--- config.mk ---
export PLATFORM = sky130hd
export DESIGN_NAME = i2c_reg_seq
export DESIGN_NICKNAME = d
export VERILOG_FILES = /design/src/rtl/i2c_reg_seq.sv
export SDC_FILE = /design/constraint.sdc
export NUM_CORES = 1
export LEC_CHECK = 0
export CAP_MARGIN = 40
export CORE_ASPECT_RATIO = 1.5
export CORE_MARGIN = 2
export CORE_UTILIZATION = 30
export DETAILED_ROUTE_END_ITERATION = 10
export GPL_TIMING_DRIVEN = 0
export PLACE_DENSITY_LB_ADDON = 0.2
export SYNTH_ARGS = -nofsm -noshare
export SYNTH_HDL_FRONTEND = slang
export SYNTH_SLANG_ARGS = --single-unit
--- constraint.sdc ---
create_clock -name clk -period 3 [get_ports clk]
set_input_delay 0.6 -clock clk [delete_from_list [all_inputs] [get_ports clk]]
set_output_delay 0.6 -clock clk [all_outputs]
set_load 0.05 [all_outputs]
--- src/rtl/i2c_reg_seq.sv ---
// ============================================================================
//  Module   : i2c_reg_seq
//  Purpose  : Register-access sequencer in front of i2c_master. It turns one
//             write/read request into the enable/addr/rw/data_wr handshake
//             that the master expects. Optional watchdog: I2C_SEQ_WDT_EN.
//  Revision : 1.0 - initial release
// ============================================================================
`default_nettype none

module i2c_reg_seq #(
  parameter int STOP_WAIT = 1000
`ifdef I2C_SEQ_WDT_EN
  ,
  parameter int WDT_CYCLES = 65535
`endif
) (
  input  logic       clk,
  input  logic       rst,
  input  logic       req_valid,
  output logic       req_ready,
  input  logic       req_rw,
  input  logic [6:0] req_dev,
  input  logic [7:0] req_reg,
  input  logic [7:0] req_wdata,
  output logic       rsp_valid,
  output logic [7:0] rsp_rdata,
  output logic       rsp_err,
  output logic       m_enable,
  output logic [6:0] m_addr,
  output logic       m_rw,
  output logic [7:0] m_data_wr,
  input  logic       m_busy,
  input  logic       m_ack_error,
  input  logic [7:0] m_data_rd
);

  localparam int                 c_CNT_W    = (STOP_WAIT > 1) ? $clog2(STOP_WAIT) : 1;
  localparam logic [c_CNT_W-1:0] c_CNT_LOAD = c_CNT_W'(STOP_WAIT - 1);

  typedef enum logic [2:0] {
    S_IDLE  = 3'd0,
    S_ADDR  = 3'd1,
    S_REG   = 3'd2,
    S_DWAIT = 3'd3,
    S_DATA  = 3'd4,
    S_STOPW = 3'd5,
    S_RSP   = 3'd6
  } state_t;

  state_t             r_state;
  logic               r_busy_q;
  logic               r_rw;
  logic [7:0]         r_wdata;
  logic [7:0]         r_rdata;
  logic [c_CNT_W-1:0] r_cnt;

  logic w_rise;
  logic w_fall;
  logic w_accept;
  logic w_err;

  assign w_rise   = m_busy & ~r_busy_q;
  assign w_fall   = ~m_busy & r_busy_q;
  assign w_accept = req_valid & req_ready;

`ifdef I2C_SEQ_WDT_EN
  logic [15:0] r_wdt;
  logic        r_wdt_abort;
  logic        w_wdt_run;
  logic        w_wdt_trip;

  // Counts only while waiting on the master; any busy edge proves progress.
  assign w_wdt_run  = (r_state == S_ADDR) || (r_state == S_REG) ||
                      (r_state == S_DWAIT) || (r_state == S_DATA);
  assign w_wdt_trip = w_wdt_run & ~(w_rise | w_fall) &
                      (r_wdt == 16'(WDT_CYCLES - 1));
  assign w_err      = m_ack_error | r_wdt_abort;
`else
  assign w_err      = m_ack_error;
`endif

  always_ff @(posedge clk or negedge rst) begin
    if (!rst) begin
      r_state     <= S_IDLE;
      r_busy_q    <= 1'b0;
      r_rw        <= 1'b0;
      r_wdata     <= 8'h00;
      r_rdata     <= 8'h00;
      r_cnt       <= '0;
      req_ready   <= 1'b1;
      rsp_valid   <= 1'b0;
      rsp_rdata   <= 8'h00;
      rsp_err     <= 1'b0;
      m_enable    <= 1'b0;
      m_addr      <= 7'h00;
      m_rw        <= 1'b0;
      m_data_wr   <= 8'h00;
`ifdef I2C_SEQ_WDT_EN
      r_wdt       <= 16'h0000;
      r_wdt_abort <= 1'b0;
`endif
    end else begin
      r_busy_q  <= m_busy;
      rsp_valid <= 1'b0;

      case (r_state)
        S_IDLE: begin
          if (w_accept) begin
            r_rw      <= req_rw;
            r_wdata   <= req_wdata;
            m_addr    <= req_dev;
            m_rw      <= 1'b0;
            m_data_wr <= req_reg;
            m_enable  <= 1'b1;
            req_ready <= 1'b0;
            r_state   <= S_ADDR;
          end
        end
        S_ADDR: begin
          if (w_rise) begin
            r_state <= S_REG;
          end
        end
        S_REG: begin
          // A read flips rw so the master issues a repeated START with dev+R.
          if (w_fall) begin
            if (r_rw) begin
              m_rw <= 1'b1;
            end else begin
              m_data_wr <= r_wdata;
            end
            r_state <= S_DWAIT;
          end
        end
        S_DWAIT: begin
          if (w_rise) begin
            m_enable <= 1'b0;
            r_state  <= S_DATA;
          end
        end
        S_DATA: begin
          if (w_fall) begin
            r_rdata <= r_rw ? m_data_rd : 8'h00;
            r_cnt   <= c_CNT_LOAD;
            r_state <= S_STOPW;
          end
        end
        S_STOPW: begin
          if (r_cnt == '0) begin
            rsp_valid <= 1'b1;
            rsp_rdata <= r_rdata;
            rsp_err   <= w_err;
            r_state   <= S_RSP;
          end else begin
            r_cnt <= r_cnt - 1'b1;
          end
        end
        S_RSP: begin
          req_ready <= 1'b1;
          r_state   <= S_IDLE;
        end
        default: begin
          r_state <= S_IDLE;
        end
      endcase

`ifdef I2C_SEQ_WDT_EN
      if (w_accept) begin
        r_wdt       <= 16'h0000;
        r_wdt_abort <= 1'b0;
      end else if (w_wdt_run) begin
        if (w_rise | w_fall) begin
          r_wdt <= 16'h0000;
        end else begin
          r_wdt <= r_wdt + 16'h0001;
        end
      end

      // Abort overrides the normal flow and still passes through STOPW.
      if (w_wdt_trip) begin
        m_enable    <= 1'b0;
        r_wdt_abort <= 1'b1;
        r_rdata     <= 8'h00;
        r_cnt       <= c_CNT_LOAD;
        r_state     <= S_STOPW;
      end
`endif
    end
  end

endmodule

`default_nettype wire

Word level (Yosys, flattened, before mapping)
Cells that the tools add are included. Widths: inputs -> output; s select.

Add/sub/neg operators: 1. Equal/unequal tests: 15. Muxes and demuxes: 25. Bitwise gates (word level): 5. Reduce and logical (&&, ||, !) cells: 15.

Operators with widths (count): $mux 8 (4); $mux 10 (2); $pmux 10 s2 (1); $mux 3 (6); $ne 2x2->1 const B (9); $pmux 3 s6 (1); $pmux 8 s2 (1); $logic_not 10->1 (1); $sub 10x1->10 const B (1); $eq 3x3->1 const B (3); $reduce_and 2->1 (4); $reduce_and 4->1 (2); $reduce_bool 2->1 (4); $mux 1 (7); $eq 3x2->1 const B (2); $pmux 1 s2 (3); $reduce_and 3->1 (2); $reduce_and 6->1 (1); $and 1x1->1 (3); $eq 3x1->1 const B (1); $logic_not 3->1 (1); $not 1->1 (2).

Register bits after elaboration: 59. Output and inout port bits: 28. Word-level logic and storage cells: 75.

Depth between registers and ports, before layout
Word-level depth: 4. Depth in mapped cells: 8. Depth with buffers taken out: 7.

Worst setup path before layout
No wires, ideal clock.

Path kind: flip-flop to flip-flop. From: register r_cnt[0]. To: register r_state[0]. Setup time: 125 ps. Data arrival time: 2010 ps. Data required time: 2875 ps. Path slack: 865 ps. Cell stages (with the launch flop): 9. Buffers on the path: 1. Path through: dfrtp_1 -> inv_1 -> ha_1 -> or3b_1 -> or4_1 -> buf_2 -> nand2_1 -> a22oi_1 -> mux2_2.

Cells in the longest elaborated chain, start to end: 3.

Ends and longest elaborated chain: start, declared (RTL line 55) `logic [c_CNT_W-1:0] r_cnt;`; start signal, assigned (RTL line 144) `r_cnt <= c_CNT_LOAD;`; start signal, assigned (RTL line 155) `r_cnt <= r_cnt - 1'b1;`; $logic_not 10->1 (RTL line 149) `if (r_cnt == '0) begin`; $ne 2x2->1 (no source line); $reduce_and 6->1 (no source line); end signal, assigned (RTL line 145) `r_state <= S_STOPW;`; end signal, assigned (RTL line 153) `r_state <= S_RSP;`; end signal, assigned (RTL line 160) `r_state <= S_IDLE;`; end, declared (RTL line 50) `state_t r_state;`.

No other way between the ends. A chain may end at the register's enable or synchronous reset.

Worst setup path in the final report
From: register r_cnt[0]. To: register rsp_rdata[5].

Cells in the longest elaborated chain, start to end: 2.

Ends and longest elaborated chain: $logic_not 10->1 (RTL line 149); $reduce_and 2->1 (no source line); end signal, assigned (RTL line 151) `rsp_rdata <= r_rdata;`; end, declared (RTL line 26) `output logic [7:0] rsp_rdata,`.

No other way between the ends.

==> metrics.cfg <==
[routing]
drtAntennaViolNets=0
firstDrtPassIters=6
wl_per_cell_um=14.3
dr.first_iter.drc_count=71
wl_mm=5.81
drc_errors=0
routed_via_density=4.66
vias=1891

[die]
ios=65
chipHeight_um=117
initial_core_util=0.307
rows=41
dieWidth_um=79.5
die_area_um2=9330
core_um2=8360

[pwr]
power.density_nw_per_um2=549
comb_power_share=0.056
peakVddDrop_uv=350
pwr-share-seq=0.400
p_int_mw=1.60
clkPwrFrac=0.544
p_switching_mw=0.414
swShare=0.205
leakagePower_nw=1.63

[clocking]
clock_latency_ns=0.33
cts_buffers=9
clkSinkCount=59
cts_resized=0
cts-root-buf=clkbuf_16
hold_buffers=0
h-tree-depth=3
tritoncts=yes
path_clk_slew_ns=0.05
cts_setup_buffers=0
clockBufferDepth=2

[yosys]
synthAdderAreaFrac=0.00487
yosys.area_share.simple=0.148
synth.area.mux_share=0.145
synth_edf_count=0
synth_xor_area_frac=0.0239
synth-compound-area-share=0.0746
synth-seq-area-share=0.576
synth.avg_cell_area_um2=11.7
ys.flop_type=dfrtp_1
synth_area_um2=2570
async_reset_ff_frac=1.00
ys_types=40
synth_top_family_by_area=simple AND/OR/NAND/NOR gates
postSynthCellCount=219
syn_nets=257
synth_warnings=0
ys_ff_latch=59

[min_path]
min-delay-path-class=in -> async

[outcome]
status=finished clean

[final_layout]
insertedDiodeCount=0
multi_input_comb_area_um2=1020
finalNonFillerCells=406
fillerInstances=802
layout.nets=333
postLayoutCoreUtil=0.439
regArea_um2=1480
final_cell_mix=63 x clkdlybuf4s50_1, 58 x dfrtp_1, 26 x mux2_2
final_common_cell=clkdlybuf4s50_1
syn_to_final_growth_pct=43.1
drive_above_1_share=0.187

[critical_path]
r2r-start=r_cnt[0]
crit_type=reg -> reg
arrival_ns=2.52
worstPathRequired_ns=3.21
cpLargestDelayFamily=simple AND/OR/NAND/NOR gates
worst-path-max-fanout=10
cpPeakStageDelay_ns=0.46
cp-start-kind=flop
crit_path_top_delay_cell=or3b_1
cp.buffers_inverters=1
worstPathCellList=inv_1 -> ha_1 -> or3b_1 -> nor4_4 -> nand2_2 -> mux2_2
cp-startpoint=r_cnt[0]
worst_setup_path_end_kind=flop

[job]
max_cap_violations=0

[timing]
slew_headroom=0.458
rsz0062_at_grt=no
setup_violations=0
final_hold_viol_count=0
post-route-period-util=0.770
tightest_slew_ns=0.812
min_period_ns=2.31
slew_viol_final=0
fmax_mhz=433
layout_setup_ws_ns=0.691
fin_skew_ns=0.00632

[global_route]
grt_max_degree=35
grt_use_total=0.138
gr-total-overflow=0
antenna_found_initial=0
grt_first_pass_wirelength_mm=9.86
grt_pass1_vias=2034

[placed_design]
gp_congestion=0.770
dp_cells=391
dp_hpwl_mm=4.02
place_ws_ns=0.401
io_buffers=64

-- cells in the mapped netlist, types with 3 or more instances --
cell / n / area share
xnor2_1: 7 / 0.024
o21ai_0: 12 / 0.023
nor3_1: 3 / 0.0058
nor4_1: 5 / 0.012
a21oi_1: 11 / 0.021
a22oi_1: 4 / 0.012
buf_2: 3 / 0.0058
nor2_1: 10 / 0.015
mux2i_1: 8 / 0.031
nand2b_1: 4 / 0.0097
inv_1: 5 / 0.0073
nand2_1: 25 / 0.037
clkbuf_1: 4 / 0.0058
mux2_2: 26 / 0.11
dfrtp_1: 58 / 0.57
-- power groups by stage --
stage	clock network (mW)	registers (mW)	logic, mW
floorplan	0	0.843	0.0108
finish	1.10	0.808	0.113
global placement	0	0.821	0.112
CTS	1.13	0.807	0.116
detailed placement	0	0.821	0.115
global route	1.18	0.808	0.123
-- per-stage QoR --
stage	cell area [um2]	hold WS (ns)	TNS, ns	total power, mW
after global placement	3340	0.461	-38.54	0.933
after detailed placement	3360	0.468	0	0.936
after global routing	3670	0.429	0	2.11
after CTS	3670	0.387	0	2.05
final	3670	0.362	0	2.02
after floorplan	2570	0.304	0	0.854
-- worst paths after layout --
check	slack [ns]	endpoint	cells past startpoint
setup / recovery	0.69	rsp_rdata[5]	6
hold / removal	0.36	r_wdata[0]	1
setup reg to reg	0.69	rsp_rdata[5]	6
hold reg to reg	0.48	r_rdata[6]	2
max in group asynchronous	1.95	req_ready	2
min in group clk	0.48	r_rdata[6]	2
-- metal layers --
layer,track usage,wire [um]
met5,0,0
met2,0.223,3010
met4,0.0668,106
met1,0.161,2370
met3,0.0462,320
-- state kept, by name (all words and copies together), names as in the netlist --
| name | flops |
|---|---|
| r_cnt | 10 |
| m_data_wr | 8 |
| r_rdata | 8 |
| r_wdata | 8 |
| rsp_rdata | 8 |
| m_addr | 7 |
| r_state | 3 |
| m_enable | 1 |
| m_rw | 1 |
| r_busy_q | 1 |
| r_rw | 1 |
| req_ready | 1 |
| rsp_err | 1 |
| rsp_valid | 1 |
-- area by class of cell --
cell class                 count  share of cell area
buffer                        11              0.0143
clock buffer                  10              0.0651
clock inverter                 5              0.0211
inverter                       5             0.00511
multi-input combinational    144               0.277
sequential                    59               0.402
tap                          107              0.0364
timing repair buffer          65               0.178
-- kinds of logic after synthesis --
logic type | after synthesis
xor+xnor | 7
simple gates | 69
flops | 59
compound gates | 33
buf+inv | 16
fa+ha+maj | 1
mux | 34
(Power assumes the default switching activity.)
